`config.mk`:
```
export PLATFORM = sky130hd
export DESIGN_NAME = wb_resp_fifo
export DESIGN_NICKNAME = d
export VERILOG_FILES = /design/src/rtl/wb_resp_fifo.sv
export SDC_FILE = /design/constraint.sdc
export NUM_CORES = 1
export LEC_CHECK = 0
export ABC_AREA = 1
export CAP_MARGIN = 40
export CORE_MARGIN = 2
export CORE_UTILIZATION = 45
export CTS_CLUSTER_DIAMETER = 80
export DETAILED_ROUTE_END_ITERATION = 10
export HOLD_SLACK_MARGIN = 0.15
export PLACE_DENSITY = 0.69
export SYNTH_ARGS = -nofsm -noshare
export SYNTH_HDL_FRONTEND = slang
export SYNTH_SLANG_ARGS = --single-unit
```
`constraint.sdc`:
```
create_clock -name clk_i -period 1.95 [get_ports clk_i]
set_clock_uncertainty 0.1 [all_clocks]
set_input_delay 0.39 -clock clk_i [delete_from_list [all_inputs] [get_ports clk_i]]
set_output_delay 0.39 -clock clk_i [all_outputs]
set_load 0.05 [all_outputs]
```
`src/rtl/wb_resp_fifo.sv`:
```
// Wishbone slave with CTRL/DATA/STATUS/SCRATCH registers and a small receive FIFO behind DATA.
// Side effects commit only in the single ACK cycle; optional wait states precede it.
module wb_resp_fifo #(
  parameter int unsigned WAIT_STATES = 0,
  parameter int unsigned FIFO_DEPTH  = 4
) (
  input  logic       clk_i,
  input  logic       rst_n_i,
  input  logic       cyc_i,
  input  logic       stb_i,
  input  logic       we_i,
  input  logic [1:0] adr_i,
  input  logic [7:0] dat_i,
  output logic [7:0] dat_o,
  output logic       ack_o,
  output logic       irq_o
);

  localparam int unsigned PtrW = $clog2(FIFO_DEPTH);
  localparam int unsigned CntW = PtrW + 1;
  localparam logic [3:0] WaitLast = 4'(WAIT_STATES) - 4'd1;
  localparam logic [CntW-1:0] DepthCnt = CntW'(FIFO_DEPTH);

  localparam logic [1:0] AdrCtrl    = 2'd0;
  localparam logic [1:0] AdrData    = 2'd1;
  localparam logic [1:0] AdrStatus  = 2'd2;
  localparam logic [1:0] AdrScratch = 2'd3;

  typedef enum logic [1:0] {StIdle, StWait, StAck} state_e;

  state_e          state_q, state_d;
  logic [3:0]      wcnt_q, wcnt_d;
  logic [1:0]      adr_q, adr_d;
  logic            we_q, we_d;
  logic [7:0]      wdat_q, wdat_d;
  logic [6:0]      ctrl_q, ctrl_d;
  logic [7:0]      scratch_q, scratch_d;
  logic            ovf_q, ovf_d;
  logic            udf_q, udf_d;
  logic            irq_q, irq_d;
  logic [PtrW-1:0] wr_ptr_q, wr_ptr_d;
  logic [PtrW-1:0] rd_ptr_q, rd_ptr_d;
  logic [CntW-1:0] count_q, count_d;
  logic [7:0]      mem_q [FIFO_DEPTH];
  logic [7:0]      mem_d [FIFO_DEPTH];

  logic       fifo_empty, fifo_full;
  logic [2:0] cnt_lo;
  logic [7:0] status_rd;
  logic [7:0] rdata;

  assign fifo_empty = (count_q == '0);
  assign fifo_full  = (count_q == DepthCnt);
  // Depth 8 full wraps to 0 here; the full bit tells the two apart.
  assign cnt_lo     = 3'(count_q);
  assign status_rd  = {ovf_q, udf_q, 1'b0, fifo_full, fifo_empty, cnt_lo};

  // Bus handshake FSM; request fields are captured when IDLE accepts.
  always_comb begin
    state_d = state_q;
    wcnt_d  = wcnt_q;
    adr_d   = adr_q;
    we_d    = we_q;
    wdat_d  = wdat_q;
    case (state_q)
      StIdle: begin
        if (cyc_i && stb_i) begin
          adr_d   = adr_i;
          we_d    = we_i;
          wdat_d  = dat_i;
          wcnt_d  = 4'd0;
          state_d = (WAIT_STATES == 0) ? StAck : StWait;
        end
      end
      StWait: begin
        if (!(cyc_i && stb_i)) begin
          state_d = StIdle;
        end else if (wcnt_q == WaitLast) begin
          state_d = StAck;
        end else begin
          wcnt_d = wcnt_q + 4'd1;
        end
      end
      StAck:   state_d = StIdle;
      default: state_d = StIdle;
    endcase
  end

  // Register file and FIFO; everything below only changes in the ACK cycle.
  always_comb begin
    ctrl_d    = ctrl_q;
    scratch_d = scratch_q;
    ovf_d     = ovf_q;
    udf_d     = udf_q;
    wr_ptr_d  = wr_ptr_q;
    rd_ptr_d  = rd_ptr_q;
    count_d   = count_q;
    mem_d     = mem_q;
    rdata     = 8'h00;
    if (state_q == StAck) begin
      case (adr_q)
        AdrCtrl: begin
          if (we_q) begin
            ctrl_d = wdat_q[6:0];
            if (wdat_q[7]) begin
              wr_ptr_d = '0;
              rd_ptr_d = '0;
              count_d  = '0;
            end
          end else begin
            rdata = {1'b0, ctrl_q};
          end
        end
        AdrData: begin
          if (we_q) begin
            if (fifo_full) begin
              ovf_d = 1'b1;
            end else begin
              mem_d[wr_ptr_q] = wdat_q;
              wr_ptr_d        = wr_ptr_q + 1'b1;
              count_d         = count_q + 1'b1;
            end
          end else if (fifo_empty) begin
            udf_d = 1'b1;
          end else begin
            rdata    = mem_q[rd_ptr_q];
            rd_ptr_d = rd_ptr_q + 1'b1;
            count_d  = count_q - 1'b1;
          end
        end
        AdrStatus: begin
          if (we_q) begin
            if (wdat_q[7]) ovf_d = 1'b0;
            if (wdat_q[6]) udf_d = 1'b0;
          end else begin
            rdata = status_rd;
          end
        end
        AdrScratch: begin
          if (we_q) scratch_d = wdat_q;
          else      rdata     = scratch_q;
        end
        default: rdata = 8'h00;
      endcase
    end
    // Computed from next-state values so irq_o moves on the edge that commits the ACK.
    irq_d = ctrl_d[0] & ((count_d != '0) | ovf_d);
  end

  always_ff @(posedge clk_i or negedge rst_n_i) begin
    if (!rst_n_i) begin
      state_q   <= StIdle;
      wcnt_q    <= 4'd0;
      adr_q     <= 2'd0;
      we_q      <= 1'b0;
      wdat_q    <= 8'h00;
      ctrl_q    <= 7'h00;
      scratch_q <= 8'h00;
      ovf_q     <= 1'b0;
      udf_q     <= 1'b0;
      irq_q     <= 1'b0;
      wr_ptr_q  <= '0;
      rd_ptr_q  <= '0;
      count_q   <= '0;
      mem_q     <= '{default: 8'h00};
    end else begin
      state_q   <= state_d;
      wcnt_q    <= wcnt_d;
      adr_q     <= adr_d;
      we_q      <= we_d;
      wdat_q    <= wdat_d;
      ctrl_q    <= ctrl_d;
      scratch_q <= scratch_d;
      ovf_q     <= ovf_d;
      udf_q     <= udf_d;
      irq_q     <= irq_d;
      wr_ptr_q  <= wr_ptr_d;
      rd_ptr_q  <= rd_ptr_d;
      count_q   <= count_d;
      mem_q     <= mem_d;
    end
  end

  assign ack_o = (state_q == StAck);
  assign dat_o = (ack_o && !we_q) ? rdata : 8'h00;
  assign irq_o = irq_q;

endmodule

```
==> Flow_metrics.wiki, run 1 <==
{| class="wikitable"
! Metric !! Value
|-
| CP startpoint kind || register
|-
| Time the final worst path needs with I/O delays and setup || ~2200 ps
|-
| Sequential fraction of the synthesis area || 0.502
|-
| Wire length of the first global-routing pass || 15300 um
|-
| Clock buffer count from CTS || 9
|-
| Most common library cell in the layout ignoring fill and taps || nand2_1
|-
| Filler cell count || around 590
|-
| Number of endpoints failing setup at the final stage || 8
|-
| Via count of the first global-routing pass || 3119
|-
| Crit path buf inv count || 3
|-
| Total length of routed met2 wires || between 4000 and 5000 um
|-
| Detailed placer's ending HPWL || approximately 6000 um
|-
| Antenna Nets Post-Route || 0
|-
| Total die area || 8360 um2
|-
| Number of gates on the worst path with buffers counted || 6
|-
| Detailed-routing iteration count for the pre-antenna-repair pass || 4
|-
| Critical Path End Type || output pin
|-
| Family with the most delay on the worst path || buffers and inverters
|-
| Outcome || complete, but fails checks
|-
| First-iteration detailed-routing DRC count || ~140
|-
| Average cell area after synthesis || 8.29 um2
|-
| Root Driver || clkbuf_8
|-
| Cell taking the most area after synthesis || dfrtp_1
|-
| Switching Share || 0.383
|-
| Maximum clock path buffer count || 2
|-
| Max Transition Viols Final || 0
|-
| Largest incremental delay on the critical path || approximately 420 ps
|-
| Core area || between 7000 and 8000 um2
|-
| Post-placement setup slack || -48.9 ps
|-
| Endpoints failing hold || 0
|-
| Routed met3 length || between 300 and 400 um
|-
| Cell count of the worst reg-to-reg path || 8
|-
| Gate count after technology mapping || a little over 400
|-
| Via total after detailed routing || 3104
|-
| Int Power || 0.00342 W
|-
| Starting Density || 0.469
|-
| Wirelength per Cell || 15.8 um
|-
| Cell chain of the critical path || buf_4, ha_4, a221oi_2, buf_4, a21oi_4, buf_12
|-
| Latest clock arrival within the worst-skew pair || between 300 and 400 ps
|-
| Highest-count cells in the layout ignoring fill and taps || nand2_1, dfrtp_1, o21ai_1
|-
| # Max-Cap Violations || 0
|-
| Critical Path Slowest Stage Cell || dfrtp_1
|-
| Path type of the worst min-delay path || register to register
|-
| Number of rows created at floorplan || 31
|-
| Area growth from synthesis to final layout || 37.9%
|-
| Number of flip-flops and latches in the synthesized netlist || between 60 and 70
|-
| Cell variety after synth || 26
|-
| Maximum number of pins on one net before global-route repair || 70
|-
| Number of antenna cells inserted || 0
|-
| Input/output buffers || 24
|-
| Number of nets produced by synthesis || 441
|-
| Fraction of the core area covered by cells at the end of the flow || 0.647
|-
| Number of antenna violations at the first check in global routing || 0
|-
| Category of the critical setup timing path || register to output pin
|-
| TritonCTS clock tree || built
|-
| Chip height || between 90 and 100 um
|-
| Via density per instance || between 5 and 6
|-
| Highest metal layer with signal wires || met4
|-
| Routability cong. || roughly 0.86
|-
| Detailed-routing wirelength on met1 || 4150 um
|-
| Die boundary width || around 90 um
|-
| Clock share of power || 0.225
|-
| Fin nets || 504
|-
| Top cells by area, synth || dfrtp_1, nand2_1, o21ai_0
|-
| Wirelength, routed || 9160 um
|-
| Power Density || approximately 1200 nW/um2
|-
| Worst r2r dst || rd_ptr_q[1]
|-
| Ratio of cells with drive above 1 in the final layout || 0.314
|-
| Startpoint of the worst-slack reg-to-reg timing path || adr_q[1]
|-
| Worst path arrival time || ~1700 ps
|-
| Mapped cell area || about 3400 um2
|-
| Total routing resource utilization after global routing || 0.233
|-
| Number of design rule violations left after detail routing || 0
|-
| Critical-path maximum fanout || 8
|-
| Worst setup slack for register-to-register paths || about 100 ps
|-
| Fin worst setup slack || -275 ps
|-
| Launch point of the worst hold path || scratch_q[5]
|-
| Register share of total power || 0.367
|-
| Crit path to || dat_o[0]
|-
| Yosys warnings || 0
|-
| Leakage power total || ~2.1 nW
|-
| Endpoint required time on the critical path || approximately 1500 ps
|-
| Fraction of synthesized cell area taken by the top area cell type || 0.502
|-
| Global-route congestion overflow total || 0
|-
| Portion of the clock cycle consumed by the worst path in the final layout || 1.14
|-
| Number of top-level design ports || 25
|-
| Slew @ Worst Pin || 375 ps
|-
| Clock tree sinks || 69
|-
| Worst-case vdd ir drop || between 0.0005 and 0.0006 V
|-
| CP most frequent cell || buf_4
|-
| Worst-case headroom to the max-slew limit || 0.750
|-
| Fmax || ~450 MHz
|-
| CTS clk-pin slew, worst paths || ~70 ps
|-
| Clock H-tree levels || 3
|-
| Violated checks || setup timing
|-
| Setup repair after global routing missed its margin || true
|-
| Launching element of the worst setup path || adr_q[0]
|-
| Switching component of the power || 0.00212 W
|-
| Portion of total power attributed to combinational logic || 0.408
|}
-- routing by layer --
layer	global-route usage	vias to the layer above
met1	0.318	1502
met3	0.0407	16
met5	0	-
met2	0.373	82
li1	-	1504
met4	0.0808	0
-- Yosys cell counts (all sizes together) --
cell type	instances
a21oi	12
o22ai	6
dfrtp	69
inv	32
and3	1
ha	11
a31oi	1
clkbuf	5
nand2	111
a221oi	1
buf	13
or2	1
nand4	3
nand3b	1
nor2	30
o21ai	85
nand3	33
-- how the worst min path moves through the flow --
stage / end / slack (ps) / depth (start not counted)
finish: scratch_q[5] / 380 / 2
global route: ctrl_q[1] / 420 / 2
CTS: scratch_q[5] / 380 / 2
detailed placement: wr_ptr_q[1] / 350 / 2
global placement: wr_ptr_q[0] / 340 / 2
floorplan: adr_q[0] / -6 / 0
-- power groups by stage --
stage | Combinational, W | Sequential (W) | Clock [W]
after floorplan | 0.00115 | 0.00200 | 0
after global placement | 0.00175 | 0.00201 | 0
after detailed placement | 0.00179 | 0.00201 | 0
after CTS | 0.00213 | 0.00202 | 0.00126
after global routing | 0.00248 | 0.00208 | 0.00132
final | 0.00226 | 0.00203 | 0.00125
-- through the flow --
step / setup TNS [ps] / total power (W) / cell area [um2] / std cells / hold slack (ps)
final: -1920 / 0.00554 / 4750 / 580 / 382
after global routing: -2460 / 0.00588 / 4750 / 580 / 417
after CTS: -1900 / 0.00541 / 4640 / 574 / 384
after detailed placement: -73.5 / 0.00380 / 4140 / 550 / 346
after global placement: -48.9 / 0.00375 / 4140 / 550 / 344
after floorplan: -7.53 / 0.00315 / 3560 / 415 / -5.59
-- cell type report --
class,count,area [um2],share of cell area
Timing Repair inverter,1,7.51,0.00158
Clock inverter,5,77.6,0.0163
Tap cell,99,124,0.0261
Sequential cell,69,1730,0.364
Multi-Input combinational cell,296,1850,0.390
Timing Repair Buffer,69,693,0.146
Clock buffer,9,124,0.0261
Inverter,32,138,0.0290
-- worst reg2reg max path, stage by stage, from the launching register on --
cell and delay [ps]:
dfrtp_1 410, inv_2 110, ha_4 180, buf_8 170
nor2_1 90, nor2_4 160, nand4_1 210, a21oi_2 190
o22ai_1 100
-- state kept, by name, summed over array words and instances (netlist names) --
name and cells:
adr_q 2, state_q 1, rd_ptr_q 2, mem_q 32
we_q 1, ctrl_q 7, wdat_q 8, udf_q 1
scratch_q 8, ovf_q 1, irq_o 1, wr_ptr_q 2
cnt_lo 3
-- cell families (layout without fill, tap and decap cells) --
logic type / Yosys count / in the layout / share of synthesized area
buffers and inverters: 50 / 116 / 0.0607
AND/OR/NAND/NOR: 180 / 180 / 0.241
adder cells (fa/ha/maj): 11 / 11 / 0.0400
AO/OA/AOI/OAI: 105 / 105 / 0.156
flip-flops: 69 / 69 / 0.502
-- what timing repair did --
action | CTS | global route
hold buffers | 1 | 0
setup endpoints to repair | 8 | 45
pin swaps | 35 | 24
gates cloned | 2 | 0
buffers inserted | 7 | 8
resized for setup | 67 | 26
hold endpoints to repair | 69 | 0
Power figures use the tool's default switching activity.
==> inputs of run 2 (changes only) <==
--- a/config.mk
+++ b/config.mk
@@ -12,7 +12,7 @@
 export CTS_CLUSTER_DIAMETER = 80
 export DETAILED_ROUTE_END_ITERATION = 10
 export HOLD_SLACK_MARGIN = 0.15
-export PLACE_DENSITY = 0.69
+export PLACE_DENSITY = 0.67
 export SYNTH_ARGS = -nofsm -noshare
 export SYNTH_HDL_FRONTEND = slang
 export SYNTH_SLANG_ARGS = --single-unit
==> constraint.sdc (replaced) <==
create_clock -name clk_i -period 2.4 [get_ports clk_i]
set_clock_uncertainty 0.1 [all_clocks]
set_input_delay 0.48 -clock clk_i [delete_from_list [all_inputs] [get_ports clk_i]]
set_output_delay 0.48 -clock clk_i [all_outputs]
set_load 0.05 [all_outputs]
==> run 2 against run 1 <==
First-iteration DRC count grew 57%. Wire length decreased by 3.8%. Die area is the same. Sequential power is 19% lower. Largest cell class is now sequential cells. Cell count shrank 3.1%. The run now ends clean. Cell area shrank 7.7%. Register-to-register slack improved by 430 ps. Sequential share of layout area increased by 3.1 points. Highest routed layer unchanged. Non-clock buffer count down 19. Power fell by 23%.
==> Flow_metrics.wiki, run 2 (synthesis gave the netlist of run 1 again) <==
{| class="wikitable"
! Metric !! Value
|-
| Maximum clock path buffer count || 2 (unchanged)
|-
| Endpoints failing hold || 0 (unchanged)
|-
| Number of endpoints failing setup at the final stage || 0 (-8)
|-
| Clock tree sinks || 69 (unchanged)
|-
| Filler cell count || 653 (+11%)
|-
| Portion of the clock cycle consumed by the worst path in the final layout || 0.986
|-
| Critical Path End Type || output pin
|-
| Path type of the worst min-delay path || register to register
|-
| Number of rows created at floorplan || 31 (unchanged)
|-
| Top flop regs || mem_q: 32 flops, scratch_q: 8 flops, wdat_q: 8 flops
|-
| Number of design rule violations left after detail routing || 0 (unchanged)
|-
| Fin nets || 484 (-4.0%)
|-
| Total routing resource utilization after global routing || 0.221 (-0.0120)
|-
| Via total after detailed routing || 2974 (-4.2%)
|-
| Worst setup slack for register-to-register paths || 530 ps (+430 ps)
|-
| CP startpoint kind || register
|-
| Cell Area, Placed || 3930 um2 (-5.1%)
|-
| CTS clk-pin slew, worst paths || 70 ps (about the same)
|-
| Maximum number of pins on one net before global-route repair || 70 (unchanged)
|-
| Die boundary width || 91.4 um (unchanged)
|-
| Wire length of the first global-routing pass || 14500 um (-5.2%)
|-
| Starting Density || 0.469 (unchanged)
|-
| Antenna Nets Post-Route || 0 (unchanged)
|-
| Input/output buffers || 24 (unchanged)
|-
| Max Transition Viols Final || 0 (unchanged)
|-
| Most common library cell in the layout ignoring fill and taps || nand2_1
|-
| Time the final worst path needs with I/O delays and setup || 2370 ps
|-
| Largest Register || mem_q
|-
| Worst r2r dst || irq_o
|-
| Wirelength, routed || 8820 um (-3.8%)
|-
| Number of antenna violations at the first check in global routing || 0 (unchanged)
|-
| Core area || 7330 um2 (unchanged)
|-
| Power Density || 971 nW/um2 (-17%)
|-
| Routability cong. || 0.863 (+0.50%)
|-
| Via density per instance || 5.29 (-1.1%)
|-
| Worst-case vdd ir drop || 0.000584 V (+14%)
|-
| Total die area || 8360 um2 (unchanged)
|-
| Latest clock arrival within the worst-skew pair || 350 ps (about the same)
|-
| Critical-path maximum fanout || 7 (-1)
|-
| Total non-filler cell area in the finished layout || 4380 um2 (-7.7%)
|-
| Global-route congestion overflow total || 0 (unchanged)
|-
| Area growth from synthesis to final layout || 27.3%
|-
| Category of the critical setup timing path || register to output pin
|-
| Detailed placer's ending HPWL || 5840 um (-2.8%)
|-
| Placed instance count || 533 (-3.1%)
|-
| Slew @ Worst Pin || 622 ps (+247 ps)
|-
| Leakage power total || 2.00 nW (-6.8%)
|-
| First-iteration detailed-routing DRC count || 221 (+57%)
|-
| Number of cells in the finished layout apart from fillers || 562 (-3.1%)
|-
| Outcome || finished clean
|-
| Launching element of the worst setup path || rd_ptr_q[0]
|-
| Crit path to || dat_o[1]
|-
| Wirelength per Cell || 15.7 um (-0.71%)
|-
| Number of antenna cells inserted || 0 (unchanged)
|-
| Fin worst setup slack || 34.2 ps (+310 ps)
|-
| Post-placement setup slack || 172 ps (+221 ps)
|-
| Ratio of cells with drive above 1 in the final layout || 0.216 (-0.0979)
|-
| Clock H-tree levels || 3 (unchanged)
|-
| Detailed-routing iteration count for the pre-antenna-repair pass || 5 (+1)
|-
| Clock buffer count from CTS || 9 (unchanged)
|-
| Worst-case headroom to the max-slew limit || 0.585 (-0.165)
|-
| Hold path depth || 2 (unchanged)
|-
| Via count of the first global-routing pass || 2827 (-9.4%)
|-
| Startpoint of the worst-slack reg-to-reg timing path || adr_q[1]
|-
| Root Driver || clkbuf_8
|-
| Highest-count cells in the layout ignoring fill and taps || nand2_1, dfrtp_1, o21ai_0
|-
| Endpoint required time on the critical path || 1820 ps (+360 ps)
|-
| Flip-flop count of the largest register after layout || 32 (unchanged)
|-
| Cell count of the worst reg-to-reg path || 10 (+2)
|-
| Fmax || approximately 420 MHz
|-
| Worst path arrival time || 1790 ps (+50 ps)
|-
| TritonCTS clock tree || built
|-
| Number of top-level design ports || 25 (unchanged)
|-
| # Max-Cap Violations || 0 (unchanged)
|-
| Chip height || 91.4 um (unchanged)
|}
run 2: changes by cell type in the layout (fill, tap and decap cells not counted), moves of 4 or more:
| cell | change |
|---|---|
| buf_4 | -16 |
| buf_6 | -6 |
| nand2_1 | +14 |
| nand2_2 | -9 |
| nand2_4 | -4 |
| nand3_1 | +8 |
| nand3_2 | -7 |
| nor2_1 | +4 |
| o21ai_0 | +8 |
| o21ai_1 | -5 |
run 2: repair_timing:
item                                   4_1_cts  5_1_grt
setup endpoints to repair                    8        8
setup buffers                                2        9
cloned                                       0        1
endpoints found under the hold margin       69        0
hold buffers                                 1        0
pin swaps                                    0        7
gates resized for setup                     18       29
run 2: how the worst min path moves through the flow:
stage | endpoint | start
floorplan | adr_q[0] | rst_n_i
global placement | ctrl_q[4] | ctrl_q[4]
detailed placement | mem_q[23] | mem_q[23]
CTS | mem_q[23] | mem_q[23]
global route | mem_q[28] | mem_q[28]
finish | ctrl_q[3] | ctrl_q[3]
run 2: per-layer routing:
layer	track usage	vias to the layer above	part of all wire
met5	0	-	0
met3	0.0365	20	0.053
li1	-	1455	-
met1	0.319	1400	0.46
met4	0.0972	0	0.026
met2	0.325	99	0.46
run 2: final cells by class:
class	count	area (um2)	share of cell area
Clock buffer	10	138	0.0314
Clock inverter	6	62.6	0.0143
Inverter	32	128	0.0291
Multi-Input combinational cell	296	1650	0.376
Sequential cell	69	1730	0.395
Tap cell	99	124	0.0283
Timing Repair Buffer	50	551	0.126
run 2: critical path, stage by stage (launching register included):
cell and delay [ps]:
dfrtp_2 480, buf_8 160, buf_4 130, o21ai_1 120, o22ai_1 100, nand2_1 70
nand3_1 70, nand2_1 90, nand2_2 70, buf_12 150
run 2: power by group:
group | switching, W | total [W] | internal, W | leakage [nW]
clock | 0.000462 | 0.000969 | 0.000506 | 0.106
combinational | 0.000964 | 0.00163 | 0.000667 | 0.983
sequential | 0.000200 | 0.00165 | 0.00145 | 0.907
run 2: per-stage QoR:
| stage | total power, W | TNS, ps | hold slack (ps) | util |
|---|---|---|---|---|
| finish | 0.00425 | 0 | 388 | 0.598 |
| global route | 0.00452 | -53.7 | 415 | 0.598 |
| CTS | 0.00399 | 0 | 390 | 0.575 |
| detailed placement | 0.00293 | 0 | 373 | 0.536 |
| global placement | 0.00289 | 0 | 366 | 0.536 |
| floorplan | 0.00251 | -206 | 84.4 | - |
==> inputs of run 3 (changes only) <==
--- a/config.mk
+++ b/config.mk
@@ -12,7 +12,7 @@
 export CTS_CLUSTER_DIAMETER = 80
 export DETAILED_ROUTE_END_ITERATION = 10
 export HOLD_SLACK_MARGIN = 0.15
-export PLACE_DENSITY = 0.67
+export PLACE_DENSITY = 0.69
 export SYNTH_ARGS = -nofsm -noshare
 export SYNTH_HDL_FRONTEND = slang
 export SYNTH_SLANG_ARGS = --single-unit
==> constraint.sdc (replaced) <==
create_clock -name clk_i -period 2.1 [get_ports clk_i]
set_clock_uncertainty 0.1 [all_clocks]
set_input_delay 0.42 -clock clk_i [delete_from_list [all_inputs] [get_ports clk_i]]
set_output_delay 0.42 -clock clk_i [all_outputs]
set_load 0.05 [all_outputs]
==> run 3 against run 2 <==
The flow now finishes with violations (setup timing). Cell count up 2.8%. Via count up 2.9%. Critical path depth down 1. Sequential power up 13%.
==> Flow_metrics.wiki, run 3 (synthesis gave the netlist of run 1 again) <==
{| class="wikitable"
! Metric !! Value
|-
| Outcome || complete, but fails checks
|-
| Violated checks || setup timing
|-
| Top flop regs || mem_q: 32 flops, scratch_q: 8 flops, wdat_q: 8 flops
|-
| TritonCTS clock tree || built
|-
| Largest Register || mem_q
|-
| Fin nets || 500 (+3.3%)
|-
| Number of top-level design ports || 25 (unchanged)
|-
| Placed instance count || 545 (+2.3%)
|-
| Latest clock arrival within the worst-skew pair || 350 ps (about the same)
|-
| Root Driver || clkbuf_8
|-
| Global-route congestion overflow total || 0 (unchanged)
|-
| Routability cong. || 0.914 (+5.8%)
|-
| Largest incremental delay on the critical path || 410 ps (-70 ps)
|-
| Maximum number of pins on one net before global-route repair || 47 (-33%)
|-
| Critical-path maximum fanout || 8 (+1)
|-
| CTS clk-pin slew, worst paths || 80 ps (about the same)
|-
| Clock H-tree levels || 3 (unchanged)
|-
| Worst-case headroom to the max-slew limit || 0.600 (+0.0154)
|-
| Max Transition Viols Final || 0 (unchanged)
|-
| Fraction of the core area covered by cells at the end of the flow || 0.631 (+0.0336)
|-
| Number of design rule violations left after detail routing || 0 (unchanged)
|-
| Register share of total power || 0.363 (-0.026)
|-
| Hold path depth || 2 (unchanged)
|-
| Flip-flop count of the largest register after layout || 32 (unchanged)
|-
| Worst path arrival time || 1800 ps (about the same)
|-
| Core area || 7330 um2 (unchanged)
|-
| Clock buffer count from CTS || 9 (unchanged)
|-
| Area growth from synthesis to final layout || 34.5%
|-
| Wire length of the first global-routing pass || 15000 um (+3.8%)
|-
| Portion of total power attributed to combinational logic || 0.414 (+0.030)
|-
| Wirelength, routed || 9130 um (+3.5%)
|-
| Switching component of the power || 0.00201 W (+24%)
|-
| Detailed placer's ending HPWL || 5960 um (+2.1%)
|-
| Input/output buffers || 24 (unchanged)
|-
| Slew @ Worst Pin || 600 ps (-22.4 ps)
|-
| Maximum clock path buffer count || 2 (unchanged)
|-
| Cell chain of the critical path || buf_6, buf_8, buf_6, nand2_2, nand3_2, nand4_1, a21oi_2, buf_12
|-
| Switching Share || 0.392 (+0.00918)
|-
| First-iteration detailed-routing DRC count || 204 (-7.7%)
|-
| Via count of the first global-routing pass || 2882 (+1.9%)
|-
| Total die area || 8360 um2 (unchanged)
|-
| Worst setup slack for register-to-register paths || 80 ps (-450 ps)
|-
| Number of cells in the finished layout apart from fillers || 578 (+2.8%)
|-
| Antenna Nets Post-Route || 0 (unchanged)
|-
| Time the final worst path needs with I/O delays and setup || about 2300 ps
|-
| Endpoints failing hold || 0 (unchanged)
|-
| Critical Path Slowest Stage Cell || dfrtp_1
|-
| Clock share of power || 0.222 (-0.006)
|-
| Path type of the worst min-delay path || register to register
|-
| Ratio of cells with drive above 1 in the final layout || 0.282 (+0.0659)
|-
| Number of rows created at floorplan || 31 (unchanged)
|-
| Portion of the clock cycle consumed by the worst path in the final layout || 1.10
|-
| Cell count of the worst reg-to-reg path || 9 (-1)
|-
| Total routing resource utilization after global routing || 0.233 (+0.0122)
|-
| Starting Density || 0.469 (unchanged)
|-
| Number of endpoints failing setup at the final stage || 8 (+8)
|-
| Die boundary width || 91.4 um (unchanged)
|-
| CP most frequent cell || buf_6
|-
| # Max-Cap Violations || 0 (unchanged)
|-
| Critical Path End Type || output pin
|-
| Most common library cell in the layout ignoring fill and taps || nand2_1
|-
| Detailed-routing iteration count for the pre-antenna-repair pass || 5 (unchanged)
|-
| Number of antenna violations at the first check in global routing || 0 (unchanged)
|-
| Via total after detailed routing || 3059 (+2.9%)
|-
| Category of the critical setup timing path || register to output pin
|-
| Int Power || 0.00313 W (+19%)
|-
| Endpoint required time on the critical path || 1580 ps (-240 ps)
|-
| Highest-count cells in the layout ignoring fill and taps || nand2_1, dfrtp_1, o21ai_0
|-
| Fmax || approximately 430 MHz
|-
| Wirelength per Cell || 15.8 um (+0.66%)
|-
| Via density per instance || 5.29 (about the same)
|-
| Worst-case vdd ir drop || 0.000589 V (+0.88%)
|-
| Clock tree sinks || 69 (unchanged)
|-
| Chip height || 91.4 um (unchanged)
|-
| Power Density || 1110 nW/um2 (+14%)
|-
| Number of antenna cells inserted || 0 (unchanged)
|-
| Fin worst setup slack || -219 ps (-253 ps)
|-
| CP startpoint kind || register
|-
| Setup repair after global routing missed its margin || true
|-
| Leakage power total || 2.11 nW (+5.6%)
|}
==> run 3: cell types whose count changed in the layout (fill, tap and decap cells not counted), moves of 4 or more <==
cell,before,now
buf_4,22,35
nand2_2,4,12
nand3_1,28,23
nand3_2,1,5
buf_6,0,6
nand2_1,105,95
o21ai_4,0,4
==> run 3: area by class of cell <==
class,instances,area (um2)
fill,613,2700
sequential,69,1730
tap,99,124
timing repair buffer,66,661
clock buffer,10,138
clock inverter,6,70.1
inverter,32,133
multi-input combinational,296,1770
==> run 3: worst max-delay path, delay by kind of cell, from the launching register on <==
family / cells / cell delay (ps)
AO/OA/AOI/OAI: 1 / 220
flip-flops: 1 / 410
buffers and inverters: 4 / 580
AND/OR/NAND/NOR: 3 / 240
==> run 3: power by group through the flow <==
stage                     sequential, W  combinational (W)  clock (W)
after floorplan                 0.00186            0.00103          0
after global placement          0.00185            0.00158          0
after detailed placement        0.00186            0.00161          0
after CTS                       0.00186            0.00197    0.00116
after global routing            0.00191            0.00232    0.00122
final                           0.00187            0.00213    0.00114
==> run 3: metal layers <==
layer | routed length [um] | track usage
met1 | 4360 | 0.329
met2 | 4210 | 0.357
met3 | 345 | 0.0440
met4 | 212 | 0.0846
met5 | 0 | 0
==> run 3: metrics by stage <==
step / setup TNS [ps] / hold WS, ps / area (um2) / worst slack (ps) / power (W)
3_3_place_gp: 0 / 351 / 4040 / 121 / 0.00343
5_1_grt: -1890 / 425 / 4630 / -306 / 0.00544
3_5_place_dp: 0 / 334 / 4040 / 115 / 0.00348
4_1_cts: -1180 / 394 / 4500 / -161 / 0.00498
6_report: -1270 / 393 / 4630 / -219 / 0.00514
2_1_floorplan: 0 / 24.4 / 3500 / 0.787 / 0.00288
==> run 3: final timing paths <==
path | start | endpoint
max in group asynchronous | rst_n_i | state_q[1]
worst min register to register | mem_q[22] | mem_q[22]
worst max register to register | adr_q[1] | rd_ptr_q[1]
worst min-delay path | mem_q[22] | mem_q[22]
min in group asynchronous | rst_n_i | mem_q[1]
worst max-delay path | rd_ptr_q[0] | dat_o[0]
==> run 3: what timing repair did <==
item                                   4_1_cts  5_1_grt
endpoints found under the hold margin       69        0
resized for setup                           50       28
hold buffers                                 1        0
setup endpoints to repair                    8       10
buffers inserted                            13        5
pin swaps                                   19       16
